## src/rtl/genius_fluxo_dados_pkg.sv

```systemverilog
// genius_fluxo_dados_pkg: shared constants for the memory-game datapath
package genius_fluxo_dados_pkg;

    localparam int DATA_W = 4;
    localparam int TIMEOUT_CYCLES_DEF = 5000;
    localparam int LED_CYCLES_DEF = 1000;

    // Index 0 sits in the low nibble, so the sequence reads 1,2,4,8,1,...
    localparam logic [15:0][DATA_W-1:0] ROM_CONTENT = {4{4'h8, 4'h4, 4'h2, 4'h1}};

endpackage

```

## src/rtl/genius_fluxo_dados_counter.sv

```systemverilog
// genius_fluxo_dados_counter: clearable up-counter that wraps or saturates at a terminal count
module genius_fluxo_dados_counter #(
    parameter int WIDTH = 4,
    parameter int MODULUS = 16,
    parameter bit SATURATE = 1'b0
) (
    input  logic             clock,
    input  logic             reset,
    input  logic             clear,
    input  logic             enable,
    output logic [WIDTH-1:0] count
);

    localparam logic [WIDTH-1:0] LAST = WIDTH'(MODULUS - 1);

    // Clear beats enable; at the terminal count either hold or roll over to zero
    always_ff @(posedge clock or negedge reset) begin
        if (!reset) count <= '0;
        else if (clear) count <= '0;
        else if (enable) count <= (count == LAST) ? (SATURATE ? count : '0) : count + 1'b1;
    end

endmodule

```

## src/rtl/genius_fluxo_dados.sv

```systemverilog
// genius_fluxo_dados: datapath of the Genius memory game (counters, ROM, move/LED registers, timers)
module genius_fluxo_dados
    import genius_fluxo_dados_pkg::*;
#(
    parameter int TIMEOUT_CYCLES = TIMEOUT_CYCLES_DEF,
    parameter int LED_CYCLES = LED_CYCLES_DEF
) (
    input  logic              clock,
    input  logic              reset,
    input  logic [DATA_W-1:0] botoes,
    input  logic              limpaRC,
    input  logic              registraRC,
    input  logic              zeraLeds,
    input  logic              registraLeds,
    input  logic              contaCR,
    input  logic              zeraCR,
    input  logic              contaE,
    input  logic              zeraE,
    input  logic              contaT,
    output logic              enderecoIgualRodada,
    output logic              jogada_correta,
    output logic              fimC,
    output logic              fimL,
    output logic              timeout,
    output logic              jogada_feita,
    output logic              db_tem_jogada,
    output logic [DATA_W-1:0] db_contagem,
    output logic [DATA_W-1:0] db_jogada,
    output logic [DATA_W-1:0] db_memoria,
    output logic [DATA_W-1:0] db_rodada,
    output logic [DATA_W-1:0] leds,
    output logic              led_selector
);

    localparam int LED_W = $clog2(LED_CYCLES);
    localparam int TMO_W = $clog2(TIMEOUT_CYCLES);

    logic [DATA_W-1:0] endereco, rodada, jogada, led_reg, memoria;
    logic [LED_W-1:0] led_count;
    logic [TMO_W-1:0] tmo_count;
    logic tem_jogada, tem_jogada_prev;

    genius_fluxo_dados_counter #(.WIDTH(DATA_W), .MODULUS(16)) u_endereco (
        .clock(clock), .reset(reset), .clear(zeraE), .enable(contaE), .count(endereco)
    );

    genius_fluxo_dados_counter #(.WIDTH(DATA_W), .MODULUS(16)) u_rodada (
        .clock(clock), .reset(reset), .clear(zeraCR), .enable(contaCR), .count(rodada)
    );

    genius_fluxo_dados_counter #(.WIDTH(LED_W), .MODULUS(LED_CYCLES)) u_led_timer (
        .clock(clock), .reset(reset), .clear(zeraLeds | registraLeds), .enable(led_selector),
        .count(led_count)
    );

    // Timeout only runs while the control unit asks for it; a fresh press restarts it
    genius_fluxo_dados_counter #(.WIDTH(TMO_W), .MODULUS(TIMEOUT_CYCLES), .SATURATE(1'b1)) u_timeout (
        .clock(clock), .reset(reset), .clear(zeraE | jogada_feita | !contaT), .enable(1'b1),
        .count(tmo_count)
    );

    assign memoria = ROM_CONTENT[endereco];
    assign tem_jogada = |botoes;

    // Player move register, clear wins over a simultaneous load
    always_ff @(posedge clock or negedge reset) begin
        if (!reset) jogada <= '0;
        else if (limpaRC) jogada <= '0;
        else if (registraRC) jogada <= botoes;
    end

    // Previous button activity, used to turn a press into a single-cycle pulse
    always_ff @(posedge clock or negedge reset) begin
        if (!reset) tem_jogada_prev <= 1'b0;
        else tem_jogada_prev <= tem_jogada;
    end

    // LED register and display source select
    always_ff @(posedge clock or negedge reset) begin
        if (!reset) begin
            led_reg <= '0;
            led_selector <= 1'b0;
        end else if (zeraLeds) begin
            led_reg <= '0;
            led_selector <= 1'b0;
        end else if (registraLeds) begin
            led_reg <= memoria;
            led_selector <= 1'b1;
        end
    end

    assign jogada_feita = tem_jogada & ~tem_jogada_prev;
    assign enderecoIgualRodada = endereco == rodada;
    assign jogada_correta = memoria == jogada;
    assign fimC = endereco == 4'hF;
    assign fimL = led_selector && (led_count == LED_W'(LED_CYCLES - 1));
    assign timeout = tmo_count == TMO_W'(TIMEOUT_CYCLES - 1);
    assign leds = led_selector ? led_reg : botoes;
    assign db_tem_jogada = tem_jogada;
    assign db_contagem = endereco;
    assign db_jogada = jogada;
    assign db_memoria = memoria;
    assign db_rodada = rodada;

endmodule

```

## config.mk

```make
export PLATFORM = sky130hd
export DESIGN_NAME = genius_fluxo_dados
export DESIGN_NICKNAME = d
export VERILOG_FILES = /design/src/rtl/genius_fluxo_dados_pkg.sv /design/src/rtl/genius_fluxo_dados_counter.sv /design/src/rtl/genius_fluxo_dados.sv
export SDC_FILE = /design/constraint.sdc
export NUM_CORES = 1
export LEC_CHECK = 0
export BUFFER_PORTS_ARGS = -buffer_cell sky130_fd_sc_hd__clkbuf_2
export CORE_MARGIN = 1
export CORE_UTILIZATION = 59
export CTS_CLUSTER_SIZE = 14
export DETAILED_ROUTE_END_ITERATION = 6
export PLACE_DENSITY_LB_ADDON = 0.05
export RECOVER_POWER = 100
export SYNTH_ARGS = -nofsm -noshare
export SYNTH_HDL_FRONTEND = slang
export SYNTH_SLANG_ARGS = --single-unit
```

## constraint.sdc

```tcl
create_clock -name clock -period 3.8 [get_ports clock]
set_input_delay 0.19 -clock clock [delete_from_list [all_inputs] [get_ports clock]]
set_output_delay 0.19 -clock clock [all_outputs]
set_load 0.02 [all_outputs]
```

* After elaboration in Yosys (flattened, before gate mapping) *
Memories as Yosys holds them, arrays and structs flattened.
Cells that the tools add are included.

word-level totals
  register bits = 41
  bits in read-only memories = 64
  input port bits = 15
  output and inout port bits = 28
  word-level logic and storage cells = 53
  memories = 1

operators by class
  add/sub/neg operators = 4
  magnitude comparators = 1
  eq/ne operators = 7
  multiplexer cells = 19
  bitwise gates (word level) = 5
  reduce and logical (&&, ||, !) cells = 8

memories
  name              words  width  rd ports  clocked after Yosys merged registers in  wr ports  RTL line                  source
  (name not given)  16     4      1         0                                        0         genius_fluxo_dados.sv:62  assign memoria = ROM_CONTENT[endereco];

operators with widths
  kind                                                                  count
  4-bit two-way mux                                                     12
  10-bit two-way mux                                                    3
  13-bit two-way mux                                                    2
  13-bit by 1-bit adder with 13-bit output, second input constant       1
  13-bit equality test, second input constant                           1
  10-bit by 1-bit adder with 10-bit output, second input constant       1
  10-bit equality test, second input constant                           1
  2-bit nonzero test                                                    5
  4-bit by 1-bit adder with 4-bit output, second input constant         2
  4-bit equality test                                                   2
  4-bit equality test, second input constant                            2
  4-bit by 5-bit < comparator with 1-bit output, second input constant  1
  4-bit OR reduction                                                    1
  1-bit bitwise OR                                                      3
  1-bit two-way mux                                                     2
  2-bit by 1-bit != test with 1-bit output, second input constant       1
  1-bit AND                                                             1
  1-bit logical AND                                                     1
  1-bit logical NOT                                                     1
  1-bit inverter                                                        1

* Longest topological paths before layout *
Gate-level depths: netlist of the first run.

  depth after elaboration = 5
  gate-level depth with buffers = 5
  depth with buffers taken out = 5

* Modules after synthesis *
From an unflattened synthesis of the first run, not the netlist that was laid out.

unflattened totals
  cells, all modules = 227
  area total of the unflattened synthesis = 2245.9 µm²

by module, submodules not included
  module                                        instances  cells an instance  area an instance (µm²)  seq. area each (µm²)
  genius_fluxo_dados_counter at u_timeout       1          69                 689.4                   325.3
  genius_fluxo_dados                            1          67                 648.1                   250.2
  genius_fluxo_dados_counter at u_led_timer     1          53                 525.5                   250.2
  genius_fluxo_dados_counter at u_endereco ...  2          19                 191.4                   100.1

* Least setup slack after synthesis of the first run *
OpenSTA, ideal clock, no wires.

  path kind = reg2out
  start = register u_endereco.count[0]
  end = output jogada_correta
  arrival time = 1877 ps
  required time = 3610 ps
  path slack = 1733 ps
  cell stages (with the launch flop) = 5
  path buffers = 0
  cells stage by stage = dfrtp_1 -> inv_1 -> ha_1 -> xor2_1 -> nor4_1

between the ends
  word-level cells in the longest chain between the ends = 3

RTL lines
  element                                  RTL line                          source
  start, declared                          genius_fluxo_dados_counter.sv:11  output logic [WIDTH-1:0] count
  start signal, assigned                   genius_fluxo_dados_counter.sv:20  else if (enable) count <= (count == LAST) ? (SATURATE ? count : '0) : count + 1'b1;
  memory 16 x 4 bit                        -
  4-bit two-way mux (implied by the code)  genius_fluxo_dados.sv:62
  net db_memoria[0]                        genius_fluxo_dados.sv:29          output logic [DATA_W-1:0] db_memoria,
  4-bit equality test                      genius_fluxo_dados.sv:94          assign jogada_correta = memoria == jogada;
  end, declared                            genius_fluxo_dados.sv:21          output logic jogada_correta,

The timed path passes the listed nets, and every way through them passes these cells. The select of a mux whose other input is x is not followed.

* Worst setup path in the final report of the first run *
  start = register u_timeout.count[6]
  end = output timeout

between the ends
  word-level cells in the longest chain between the ends = 1

RTL lines
  element                 RTL line                          source
  start, declared         genius_fluxo_dados_counter.sv:11
  start signal, assigned  genius_fluxo_dados_counter.sv:20
  13-bit equality test    genius_fluxo_dados.sv:97          assign timeout = tmo_count == TMO_W'(TIMEOUT_CYCLES - 1);
  end, declared           genius_fluxo_dados.sv:24          output logic timeout,

Every way passes these cells.

==> qor.yml, run 1 <==
status: "finished, violations left"
violations: "max-capacitance violations, max-slew violations"
cp_max_fo: 5
regToRegSetupSlack_ns: 1.70
drv_slew: 42
critPathKind: "reg2out"
numClockSinks: 41
min_to: "u_rodada.count[3]"
ir_worst_vdd_v: 0.000250
nets: 277
syn-num-nets: 233
root_buffer: "clkbuf_8"
final_hold_viol_count: 0
end_kind: "output pin"
cp.arrival_ns: 2.25
clk_latency_ns: 0.29
portBuffers: 42
finalClockSkew_ns: 0.00601
gp_congestion: 0.819
period_share_pct: 64.3
htree_levels: 2
synth_edf_count: 0
ys_warn_count: 0
drt_iter0_drc: 105
hpwl_mm: 2.98
rows: 21
grt_usage_pct: 24.4
p_leak_uw: 0.00107
core_um2: 3440
grt_overflow: 0
grt_antenna_before_repair: 0
hold_buffers: 0
r2r-start: "u_timeout.count[6]"
die_x_um: 62.6
ys_seq_area_share_pct: 47.3
timing.setup.tns_ns: 0
min_path_cells: 2
drt_wl_total_mm: 4.15
clk_pin_slew_ns: 0.07
start_kind: "flip-flop"
final_area_um2: 2410
syn_to_final_growth_pct: 11.1
drc_errors: 0
largest_register: "u_timeout.count"
dieArea_um2: 3920
start_util_pct: 63.0
power.density_nw_per_um2: 350
largestRegisters: "u_timeout.count: 13 flops, u_led_timer.count: 10 flops"
synth_area_um2: 2170
syn_inst: 211
viasPerCell: 5.60
grt_pass1_vias: 1655
worstHoldPathType: "in2reg"
dpl-instance-area_um2: 2400
r2r_end: "u_timeout.count[1]"
setup_viol: 0
postCtsResizedCells: 0
drive_gt1_share_pct: 10.9
crit_required_ns: 3.61
grt_max_degree: 42
hold_ws_ns: 0.0947
postRouteAntennaNets: 0
rsz0062_at_grt: "false"
cts_tree: "done"
rr_worst_depth: 4
num_antenna_cells: 0
fin_cells: 302
final_common_cell: "dfrtp_1"
synth.distinct_cells: 38
synth_ff_type: "dfrtp_1"
postSynthAreaPerCell_um2: 10.3
wl_per_cell_um: 13.7
final_cell_mix: "dfrtp_1 (41), nor2_1 (34), clkbuf_1 (31)"
largest_register_ff_count: 13
dp_cells: 294
vias: 1692
drt_pre_antenna_iters: 4
async_reset_ff_share_pct: 100
fmax_mhz: 409
grt_pass1_wl_mm: 7.59
ys_seq_elements: 41
die_height_um: 62.6
hp-start: "zeraCR"
ios: 43
slew_headroom_pct: -42.4
clock_path_buffers: 2
cap_violations: 1
worst_pin_slew_ns: 2.14
post_cts_buffers: 0
numCtsBuffers: 5
period_needed_ns: 2.44
## routing by layer
layer | part of all wire, % | global-route usage, % | vias to the layer above
li1 | - | - | 830
met1 | 47 | 32.6 | 819
met2 | 48 | 39.0 | 36
met3 | 3.6 | 5.66 | 7
met4 | 1.2 | 8.43 | 0
met5 | 0 | 0 | -
## area by class of cell
class,count,area (um2)
clock buffer,6,72.6
clock inverter,2,10.0
fill,301,1030
inverter,4,15.0
multi-input combinational,161,1060
sequential,41,1030
tap,46,57.6
timing repair buffer,42,173
## power by group
part	internal, uW	switching [uW]
Sequential	446	15.2
Clock	127	149
Combinational	37.2	69.5
Total	611	233
## worst max-delay path by stage
stage	from	endpoint	slack, ns	depth (start not counted)
after global routing	u_timeout.count[6]	timeout	1.30	3
after floorplan	u_endereco.count[0]	jogada_correta	1.73	4
after CTS	u_timeout.count[6]	timeout	1.68	3
after global placement	led_selector	u_led_timer.count[8]	2.01	4
after detailed placement	led_selector	u_led_timer.count[8]	1.93	3
final	u_timeout.count[6]	timeout	1.36	3
## synthesized netlist by cell type, drive strengths merged (2+ instances only)
cell,number,share of area (%)
nor3,5,1.2
o21ai,2,0.46
a21oi,7,1.6
nand4,2,0.58
xor2,14,5.7
mux2,5,2.6
and3,2,0.58
dfrtp,41,47
buf,3,1.3
xnor2,9,3.6
nand3,12,2.8
or3,2,0.58
ha,7,4.0
clkbuf,2,0.35
or3b,3,1.3
nand2,19,3.3
or4b,2,0.92
a22o,2,0.81
inv,4,0.69
nor4,7,2.7
mux2i,11,5.1
nor2,34,5.9
o211ai,3,1.0
o311ai,2,0.81
or4,2,0.87
## stage by stage
step	power, uW	util [%]	worst slack [ns]
global placement	583	69.8	2.01
detailed placement	585	69.8	1.93
global route	887	70.0	1.30
CTS	860	72.2	1.68
finish	844	70.0	1.36
floorplan	541	-	1.73
## worst max-delay path: stages (launching register included)
cell	delay (ns)
dfrtp_1	0.42
or4b_1	0.52
nor4_1	0.73
clkbuf_1	0.29
## kinds of logic after synthesis
kind of cell,after synthesis,share of synthesized area (%)
compound gates,20,6.81
xor+xnor,23,9.29
fa+ha+maj,7,4.04
buf+inv,9,2.31
flops,41,47.3
mux,16,7.67
simple gates,95,22.6
Note: power is estimated with default switching activity, not from simulation.
==> run 2, diff against run 1 <==
--- a/config.mk
+++ b/config.mk
@@ -7,7 +7,7 @@
 export LEC_CHECK = 0
 export BUFFER_PORTS_ARGS = -buffer_cell sky130_fd_sc_hd__clkbuf_2
 export CORE_MARGIN = 1
-export CORE_UTILIZATION = 59
+export CORE_UTILIZATION = 49
 export CTS_CLUSTER_SIZE = 14
 export DETAILED_ROUTE_END_ITERATION = 6
 export PLACE_DENSITY_LB_ADDON = 0.05
==> constraint.sdc (replaced) <==
create_clock -name clock -period 2.02 [get_ports clock]
set_input_delay 0.101 -clock clock [delete_from_list [all_inputs] [get_ports clock]]
set_output_delay 0.101 -clock clock [all_outputs]
set_load 0.02 [all_outputs]
==> run 2 against run 1 <==
Wire length grew 2.8%. Clock power up 86%. Power grew 89%. The run now ends clean. Via count fell by 0.77%. First-iteration DRC count decreased by 34%. Register-to-register slack got worse by 1.6 ns. Die area is 20% higher. Critical path depth up 3. Worst setup slack got worse by 1.3 ns. Largest cell class unchanged.
==> qor.yml, run 2 (synthesized netlist as in run 1, its figures left out) <==
crit_family: "simple AND/OR/NAND/NOR gates"
die_x_um: 68.5
postRouteAntennaNets: 0
largestRegisters: "u_timeout.count: 13 flops, u_led_timer.count: 10 flops"
largest_register_ff_count: 13
drt_pre_antenna_iters: 4
nets: 285
numCtsBuffers: 5
period_needed_ns: 1.93
syn_to_final_growth_pct: 15.7
vias: 1679
worst_pin_slew_ns: 1.23
status: "finished, final reports clean"
min_path_cells: 2
regToRegSetupSlack_ns: 0.09
r2r-start: "u_timeout.count[4]"
drive_gt1_share_pct: 15.5
fmax_mhz: 518
slew_headroom_pct: 17.8
wl_per_cell_um: 13.6
grt_antenna_before_repair: 0
worstHoldPathType: "in2reg"
cts_tree: "done"
rr_worst_depth: 6
grt_pass1_vias: 1521
grt_overflow: 0
fin_ws_ns: 0.0909
start_kind: "flip-flop"
drv_slew: 0
clk_latency_ns: 0.29
cap_violations: 0
setup_viol: 0
cp_max_fo: 5
min_to: "db_jogada[1]"
viasPerCell: 5.35
slowest_stage: "or4b_1"
portBuffers: 42
largest_register: "u_timeout.count"
drt_iter0_drc: 69
end_kind: "flip-flop"
final_hold_viol_count: 0
fin_util_pct: 61.0
htree_levels: 2
rsz0062_at_grt: "false"
drt_wl_total_mm: 4.27
r2r_end: "u_timeout.count[0]"
seq_area_um2: 1030
root_buffer: "clkbuf_8"
critPathKind: "reg2reg"
multi_input_area_um2: 1070
final_cell_mix: "dfrtp_1 (39), nor2_1 (34), clkbuf_1 (28)"
num_antenna_cells: 0
start_util_pct: 52.7
clk_pin_slew_ns: 0.08
cp.arrival_ns: 2.08
rows: 23
grt_max_degree: 22
p_leak_uw: 0.00114
startpoint: "u_timeout.count[4]"
timing.setup.tns_ns: 0
hpwl_mm: 3.04
grt_usage_pct: 19.4
core_um2: 4120
clock_path_buffers: 2
ir_worst_vdd_v: 0.000479
dieArea_um2: 4700
crit_chain: "or4b_1 > nor4_4 > buf_4 > clkbuf_4 > xor2_1 > nor2_1"
numClockSinks: 41
ios: 43
final_area_um2: 2510
final_common_cell: "dfrtp_1"
power.density_nw_per_um2: 635
dpl-instance-area_um2: 2440
crit_required_ns: 2.17
dp_slack_ns: 0.270
slowest_delay_ns: 0.57
path_buf_inv: 2
drc_errors: 0
die_height_um: 68.5
period_share_pct: 95.5
finalClockSkew_ns: 0.0128
gp_congestion: 0.827
nFillCells: 395
hold_ws_ns: 0.0189
hp-start: "limpaRC"
grt_pass1_wl_mm: 6.71
[run 2: worst register-to-register path, delay by kind of cell (launching register included)]
| kind | cells | cell delay (ns) |
|---|---|---|
| xor gates and xnor gates | 1 | 0.15 |
| buffers and inverters | 2 | 0.29 |
| DFF | 1 | 0.44 |
| and+or+nand+nor | 3 | 0.91 |
[run 2: timing repair]
action / in CTS / in global routing
hold buffers: 1 / 0
hold endpoints to repair: 20 / 0
buffers inserted: 0 / 4
gates resized for setup: 0 / 2
setup endpoints to repair: 0 / 2
[run 2: worst max path at each step]
stage                         end  cells after the start
2_1_floorplan      jogada_correta                      4
3_3_place_gp   u_timeout.count[1]                      4
3_5_place_dp   u_timeout.count[1]                      4
4_1_cts                   timeout                      3
5_1_grt        u_timeout.count[0]                      6
6_report       u_timeout.count[0]                      6
[run 2: report_power, final]
part | total [uW] | internal [uW] | leakage (uW) | switching (uW)
sequential | 865 | 841 | 0.000555 | 24.2
combinational | 216 | 78.6 | 0.000535 | 138
clock | 512 | 240 | 0.0000450 | 272
total | 1590 | 1160 | 0.00114 | 434
[run 2: metrics by stage]
step,total power [uW],cells
finish,1590,314
global route,1680,314
CTS,1640,310
detailed placement,1110,301
global placement,1110,301
floorplan,1020,211
[run 2: layer usage]
metal	vias up	part of all wire, %	GRT usage, %
met5	-	0	0
met4	0	0.42	6.25
met2	28	47	31.1
li1	846	-	-
met1	803	48	25.8
met3	2	3.9	4.44
[run 2: cell type report]
| cell class | instances | share of cell area [%] |
|---|---|---|
| clock buffer | 6 | 2.89 |
| sequential | 41 | 41.0 |
| clock inverter | 2 | 0.399 |
| inverter | 4 | 0.598 |
| timing repair buffer | 50 | 9.92 |
| tap | 50 | 2.49 |
| multi-input combinational | 161 | 42.7 |
==> run 3, diff against run 2 <==
--- a/config.mk
+++ b/config.mk
@@ -7,7 +7,8 @@
 export LEC_CHECK = 0
 export BUFFER_PORTS_ARGS = -buffer_cell sky130_fd_sc_hd__clkbuf_2
 export CORE_MARGIN = 1
-export CORE_UTILIZATION = 49
+export CORE_UTILIZATION = 51
+export CTS_BUF_LIST = sky130_fd_sc_hd__clkbuf_4
 export CTS_CLUSTER_SIZE = 14
 export DETAILED_ROUTE_END_ITERATION = 6
 export PLACE_DENSITY_LB_ADDON = 0.05
==> run 3 against run 2 <==
Final area grew 1.8%. Sequential power is essentially flat. Worst setup slack lost 0.0066 ns. Sequential cell count is the same. Fmax shrank 0.34%. Clock skew grew 0.0046 ns. First-iteration DRC count grew 39%. Power grew 9.8%. Critical path type is now reg2out.
==> qor.yml, run 3 (synthesized netlist as in run 1, its figures left out) <==
dieArea_um2: 4520
dpl-instance-area_um2: 2450
critPathKind: "reg2out"
cp_max_fo: 4
r2r-start: "u_timeout.count[5]"
cap_violations: 0
r2r_end: "u_timeout.count[1]"
grt_pass1_wl_mm: 6.95
slew_headroom_pct: 26.3
p_int_uw: 1310
p_leak_uw: 0.00115
numCtsBuffers: 5
finalClockSkew_ns: 0.0173
end_kind: "output pin"
p_seq_share_pct: 49.4
core_um2: 4030
regToRegSetupSlack_ns: 0.20
start_util_pct: 53.9
postRouteAntennaNets: 0
wl_per_cell_um: 13.5
start_kind: "flip-flop"
root_buffer: "clkbuf_4"
period_share_pct: 95.8
grt_max_degree: 23
worst_pin_slew_ns: 1.11
cts_tree: "done"
timing.setup.tns_ns: 0
vias: 1708
final_cell_mix: "dfrtp_1 (39), nor2_1 (34), clkbuf_1 (28)"
die_x_um: 67.2
hpwl_mm: 3.00
syn_to_final_growth_pct: 17.8
viasPerCell: 5.37
portBuffers: 42
final_area_um2: 2560
clock_power_share_pct: 37.7
clk_pin_slew_ns: 0.14
pwr-share-comb_pct: 12.9
grt_pass1_vias: 1571
period_needed_ns: 1.94
rsz0062_at_grt: "false"
power.density_nw_per_um2: 684
min_to: "db_jogada[0]"
p_switching_uw: 440
rows: 23
largest_register_ff_count: 13
gp_congestion: 0.833
p_sw_share_pct: 25.1
rr_worst_depth: 5
drv_slew: 0
cp.arrival_ns: 1.83
worstHoldPathType: "in2reg"
htree_levels: 2
drc_errors: 0
clk_latency_ns: 0.36
crit_required_ns: 1.92
drive_gt1_share_pct: 15.3
status: "finished, final reports clean"
nets: 289
num_antenna_cells: 0
final_hold_viol_count: 0
final_common_cell: "dfrtp_1"
drt_iter0_drc: 96
fin_ws_ns: 0.0843
min_path_cells: 3
grt_usage_pct: 20.9
drt_pre_antenna_iters: 4
largest_register: "u_timeout.count"
grt_antenna_before_repair: 0
clock_path_buffers: 2
ios: 43
numClockSinks: 41
setup_viol: 0
grt_overflow: 0
largestRegisters: "u_timeout.count: 13 flops, u_led_timer.count: 10 flops"
die_height_um: 67.2
hp-start: "botoes[0]"
drt_wl_total_mm: 4.29
ir_worst_vdd_v: 0.000565
fmax_mhz: 517
dp_slack_ns: 0.291
[run 3: worst max-delay path by stage]
stage / slack, ns / cells after the start / from / endpoint
after floorplan: 0.04 / 4 / u_endereco.count[0] / jogada_correta
after global routing: 0.004 / 3 / u_timeout.count[5] / timeout
after CTS: 0.002 / 5 / u_endereco.count[0] / jogada_correta
final: 0.08 / 3 / u_timeout.count[5] / timeout
after detailed placement: 0.29 / 4 / u_timeout.count[11] / u_timeout.count[1]
after global placement: 0.29 / 4 / u_timeout.count[6] / u_timeout.count[1]
[run 3: final cells by class]
class | instances | area [um2]
Fill cell | 395 | 1470
Multi-Input combinational cell | 161 | 1070
Sequential cell | 41 | 1030
Timing Repair Buffer | 54 | 275
Clock inverter | 3 | 65.1
Tap cell | 50 | 62.6
Clock buffer | 5 | 37.5
Inverter | 4 | 15.0
[run 3: stage by stage]
step                total power (uW)  utilization (%)  std cells  hold slack (ns)
floorplan                       1020                -        211           -0.195
global placement                1110             60.8        302            0.111
detailed placement              1110             60.8        302            0.113
CTS                             1780             64.8        316          0.00452
global route                    1840             63.4        318           0.0250
finish                          1750             63.4        318           0.0263
[run 3: power by group through the flow]
stage	combinational (uW)	clock, uW	sequential, uW
after floorplan	125	0	893
after global placement	229	0	880
after detailed placement	230	0	880
after CTS	239	675	865
after global routing	253	717	867
final	226	659	864
[run 3: what timing repair did]
item / 4_1_cts / 5_1_grt
buffers inserted: 1 / 2
cloned: 0 / 0
hold buffers: 5 / 0
setup endpoints to repair: 2 / 2
resized for setup: 1 / 4
hold endpoints to repair: 32 / 0
pin swaps: 1 / 0
[run 3: metal layers]
metal | vias up | wire length, um | GRT usage, %
met5 | - | 0 | 0
met4 | 0 | 70 | 7.45
met3 | 9 | 169 | 5.57
met2 | 43 | 2040 | 33.6
met1 | 806 | 2000 | 26.8
li1 | 850 | - | -
[run 3: worst max-delay path: stages (launching register included)]
cell and delay [ns]:
dfrtp_1 0.44, or4b_1 0.58, nor4_4 0.27, buf_4 0.19
